[src/rtl/mod_updown_counter.sv]
// Modulo-MODULUS up/down counter with synchronous load, wrap pulse and optional saturation.
// Define MOD_UPDOWN_COUNTER_SAT_EN at compile time to hold at the bounds instead of wrapping.
module mod_updown_counter #(
  parameter int unsigned WIDTH   = 3,
  parameter int unsigned MODULUS = 8
) (
  input  logic             clk,
  input  logic             rst,
  input  logic             en,
  input  logic             up,
  input  logic             load,
  input  logic [WIDTH-1:0] load_val,
  output logic [WIDTH-1:0] count,
  output logic             wrap,
  output logic             sat
);

  localparam logic [WIDTH-1:0] MaxVal  = WIDTH'(MODULUS - 1);
  localparam logic [WIDTH-1:0] ZeroVal = '0;

  logic [WIDTH-1:0] count_d, count_q;
  logic             wrap_d, wrap_q;
  logic             at_top, at_bottom;
  logic             load_in_range;
  logic [WIDTH-1:0] load_clamped;

  assign at_top    = (count_q == MaxVal);
  assign at_bottom = (count_q == ZeroVal);

  // Compare in 32 bits so MODULUS == 2**WIDTH does not truncate to zero.
  assign load_in_range = (32'(load_val) < MODULUS);
  assign load_clamped  = load_in_range ? load_val : MaxVal;

`ifdef MOD_UPDOWN_COUNTER_SAT_EN
  logic sat_d, sat_q;

  always_comb begin
    count_d = count_q;
    wrap_d  = 1'b0;
    sat_d   = sat_q;
    if (rst) begin
      count_d = ZeroVal;
      sat_d   = 1'b0;
    end else if (load) begin
      count_d = load_clamped;
      sat_d   = 1'b0;
    end else if (en) begin
      if (up) begin
        if (at_top) begin
          sat_d = 1'b1;
        end else begin
          count_d = count_q + 1'b1;
          sat_d   = 1'b0;
        end
      end else begin
        if (at_bottom) begin
          sat_d = 1'b1;
        end else begin
          count_d = count_q - 1'b1;
          sat_d   = 1'b0;
        end
      end
    end
  end

  always_ff @(posedge clk) begin
    sat_q <= sat_d;
  end

  assign sat = sat_q;
`else
  always_comb begin
    count_d = count_q;
    wrap_d  = 1'b0;
    if (rst) begin
      count_d = ZeroVal;
    end else if (load) begin
      count_d = load_clamped;
    end else if (en) begin
      if (up) begin
        if (at_top) begin
          count_d = ZeroVal;
          wrap_d  = 1'b1;
        end else begin
          count_d = count_q + 1'b1;
        end
      end else begin
        if (at_bottom) begin
          count_d = MaxVal;
          wrap_d  = 1'b1;
        end else begin
          count_d = count_q - 1'b1;
        end
      end
    end
  end

  assign sat = 1'b0;
`endif

  always_ff @(posedge clk) begin
    count_q <= count_d;
    wrap_q  <= wrap_d;
  end

  assign count = count_q;
  assign wrap  = wrap_q;

endmodule

[config.mk]
export PLATFORM = sky130hd
export DESIGN_NAME = mod_updown_counter
export DESIGN_NICKNAME = d
export VERILOG_FILES = /design/src/rtl/mod_updown_counter.sv
export SDC_FILE = /design/constraint.sdc
export NUM_CORES = 1
export LEC_CHECK = 0
export CORE_AREA = 2 2 39 41
export DETAILED_ROUTE_END_ITERATION = 8
export DIE_AREA = 0 0 41 43
export GPL_ROUTABILITY_DRIVEN = 0
export GPL_TIMING_DRIVEN = 0
export SETUP_SLACK_MARGIN = 0.02
export SLEW_MARGIN = 30
export SYNTH_ARGS = -nofsm -noshare
export SYNTH_HDL_FRONTEND = slang
export SYNTH_SLANG_ARGS = --single-unit
export TNS_END_PERCENT = 1
[constraint.sdc]
create_clock -name clk -period 1.75 [get_ports clk]
set_input_delay 0.4375 -clock clk [delete_from_list [all_inputs] [get_ports clk]]
set_output_delay 0.4375 -clock clk [all_outputs]
set_load 0.01 [all_outputs]
==> impl_summary.md <==
Run status
The run finished with clean final reports.

Timing
The final critical-path share of the clock period is a little over nine tenths. Across all setup checks in the final design, the least slack found is 95.3 ps. The count of endpoints failing hold in the final timing report is 0. Timing would allow up to 604 MHz. The max-slew violation count was 0. After routing, the total negative slack on setup checks comes to 0 ps. Between clock sinks in the finished design, the worst skew comes to approximately 3.1 ps. Setup repair after global routing left no endpoint under its margin. The post-layout minimum cycle time is about 1700 ps.

Setup violations remaining at the end of the flow were counted as 0.

Yosys
The netlist area before placement is approximately 330 um2. The number of warnings reported in the yosys synthesis log is 0. The library cell with the largest summed area after synthesis is sky130_fd_sc_hd__dfxtp_1. The post-synth net total is 47. The average instance in the mapped netlist occupies 9.44 um2. After synthesis, flip-flops and latches occupy between 20% and 30% of the total area. The synthesis-stage register bit count is 4. In this run, distinct cell masters in the synthesized netlist total 21. The top cell type by area accounts for between 20% and 30% of the synthesized area. The cell count after synthesis is 35.

Sorting the synthesized cells by area gives the leading types as sky130_fd_sc_hd__dfxtp_1 (24%), sky130_fd_sc_hd__ha_1 (15%), sky130_fd_sc_hd__nand3b_4 (6.1%).

Floorplan
The die is approximately 41 um wide. The standard cell core area is ~1400 um2. The overall die height is around 43 um.

The die area is roughly 1800 um2. The number of rows created at floorplan is 14. The total I/O pin count is 13. The initial core utilization is about a quarter.

Critical path
The critical path's largest stage delay is 570 ps. On the critical path the largest part of the delay comes from buffers and inverters. The type of destination of the critical path is an output port. The signal on the critical path passes through clkdlybuf4s50_1.

The startpoint identified for the worst register-to-register timing path is count[0]$_SDFFE_PP0P_. The required time of the worst setup path is about 1300 ps. The number of buffers and inverters on the critical path is 1. The launch point of the worst path is count[0]$_SDFFE_PP0P_. For the worst setup path, the data arrival time is 1220 ps. For this design, the slowest cell found on the critical path is sky130_fd_sc_hd__clkdlybuf4s50_1.

The worst-case register-to-register setup slack is 230 ps. The class of the most critical setup path is reg2out. The worst setup path is launched from a register. The maximum fanout count along the critical path is 5.

Power and ir drop
In this run the power density over the cells is 654 nW/um2. The analysis attributes to net switching a power of around 83 uW. The clock share of power is about 37%. Net switching is a little over a quarter of the power. The static power due to leakage is ~0.20 nW. The sequential cell fraction of total power is 34.3%. Internal power comes to 227 uW.

In this run, the combinational gates consume about 29% of the power. Across the VDD grid, the largest voltage drop is ~260 uV.

Placed design
At the placement stage, the worst setup path has a slack of about 110 ps. After legalization and detailed placement, the total HPWL measured ~520 um. The total of buffers placed on input and output ports is 10. The placed cell area is 450 um2. The cell count after placement is 61.

Hold path
The startpoint identified for the worst hold timing path is load. The worst min-delay path category is in2reg.

Global route
The pin count of the biggest net entering global routing is 10. After global routing the overflow that remains totals 0. The initial antenna violation count is 0. The via count of the first global-routing pass is 296. The first global-routing pass estimated approximately 1.2 mm of wire. Across every metal layer, demand over resource in global routing totals between 10% and 20%.

Job
The number of max-cap violations is 0.

Layout
At the end of the flow the core is filled with cells to ~34%. Cells with a size suffix above 1 make up between 20 and 25% of the layout. After the flow finishes, the layout carries non-filler instances totaling 64. The filler cells instantiated in the layout total between 150 and 200. In the final layout, flip-flops and latches occupy approximately 80 um2. Compared with the post-synthesis result, the final layout area differs by 43.2%. The finished cells cover 473 um2.

The library cell used most frequently in the layout, excluding fill and tap cells, is sky130_fd_sc_hd__clkdlybuf4s50_1. In the final layout, the multi-input gates occupy between 200 and 250 um2. At the end of the flow, the number of nets in the layout was between 60 and 70. The diode insertion count for antenna repair is 0. Leaving out fill and tap cells, the most frequent cells in the layout are sky130_fd_sc_hd__clkdlybuf4s50_1 (10), sky130_fd_sc_hd__inv_1 (5), sky130_fd_sc_hd__ha_1 (4), sky130_fd_sc_hd__dfxtp_1 (4), sky130_fd_sc_hd__clkbuf_4 (3).

Clock network
The CTS clock-pin slew for the worst setup and hold paths is approximately 40 ps. The number of sinks driven by the clock tree is 4. The clock reaches the later pin of the worst-skew pair after 240 ps. The cell sitting at the root of the clock tree is a sky130_fd_sc_hd__clkbuf_4.

In this run the number of H-tree levels came out at 1. The number of resized instances in the post-cts repair step is 0. The longest clock path from root to sink contains 2 buffers. The hold buffer count at CTS is 0. TritonCTS built the clock tree.

In this run, CTS created clock tree buffers numbering 3. Once the clock tree was built, the setup fixing pass inserted 0 buffers.

Routing
The remaining antenna violation count after routing is 0. After detailed routing, the total wire length is approximately 650 um. The number of detailed-routing iterations run before antenna repair is 4.

After detailed routing, the number of remaining DRC violations is 0. The starting DRC count in detailed routing is 7. The detail-routed net length per standard cell is 10.1 um. After detailed routing, the number of vias per cell comes to between 4 and 5. The routed via count is 290.
[cell families (layout without fill, tap and decap cells)]
logic type	count (synthesis)	count (layout)	synth area share, %
AOI/OAI and AO/OA	7	7	18.2
adders and majority gates	4	4	15.2
buffers and inverters	7	20	11.4
DFF	4	4	24.2
other	1	1	1.14
and+or+nand+nor	12	12	29.9
[flip-flops by register name (all words and copies together), names as in the netlist]
| signal | count |
|---|---|
| wrap | 1 |
| count | 3 |
[final timing paths]
check / endpoint / cells after the start
worst min register to register: count[0]$_SDFFE_PP0P_ / 2
worst min-delay path: count[0]$_SDFFE_PP0P_ / 2
worst max register to register: count[0]$_SDFFE_PP0P_ / 6
worst max-delay path: count[0] / 1
[synthesized netlist by cell type (all sizes together)]
cell type,n
a21oi,3
o211ai,1
nand3b,1
buf,2
dfxtp,4
inv,5
nand2,1
ha,4
a2111oi,1
nor2,2
nor3,2
nor2b,2
nor4b,1
a32o,1
nor3b,3
conb,1
o32ai,1
[final cells by class]
type	count	area share, %
Buffer	2	3.97
Clock buffer	3	4.76
Inverter	5	3.97
Multi-Input combinational cell	24	45.0
Sequential cell	4	16.9
Tap cell	16	4.23
Timing Repair Buffer	10	21.2
[metal layers]
layer	wire [um]	vias up	global-route usage [%]
li1	-	148	-
met1	303	131	12.5
met2	305	9	14.1
met3	31	2	1.57
met4	8	0	12.0
met5	0	-	0
[stage by stage]
step           hold slack [ps]  total power, mW
5_1_grt                    453            0.330
6_report                   433            0.310
2_1_floorplan              517            0.158
3_5_place_dp               678            0.197
3_3_place_gp               678            0.197
4_1_cts                    428            0.316
[power groups by stage]
stage,registers (mW),clock network [mW],logic (mW)
5_1_grt,0.107,0.121,0.102
2_1_floorplan,0.109,0,0.0491
4_1_cts,0.106,0.120,0.0901
3_3_place_gp,0.107,0,0.0892
3_5_place_dp,0.108,0,0.0896
6_report,0.106,0.114,0.0890
(Power assumes the default switching activity.)
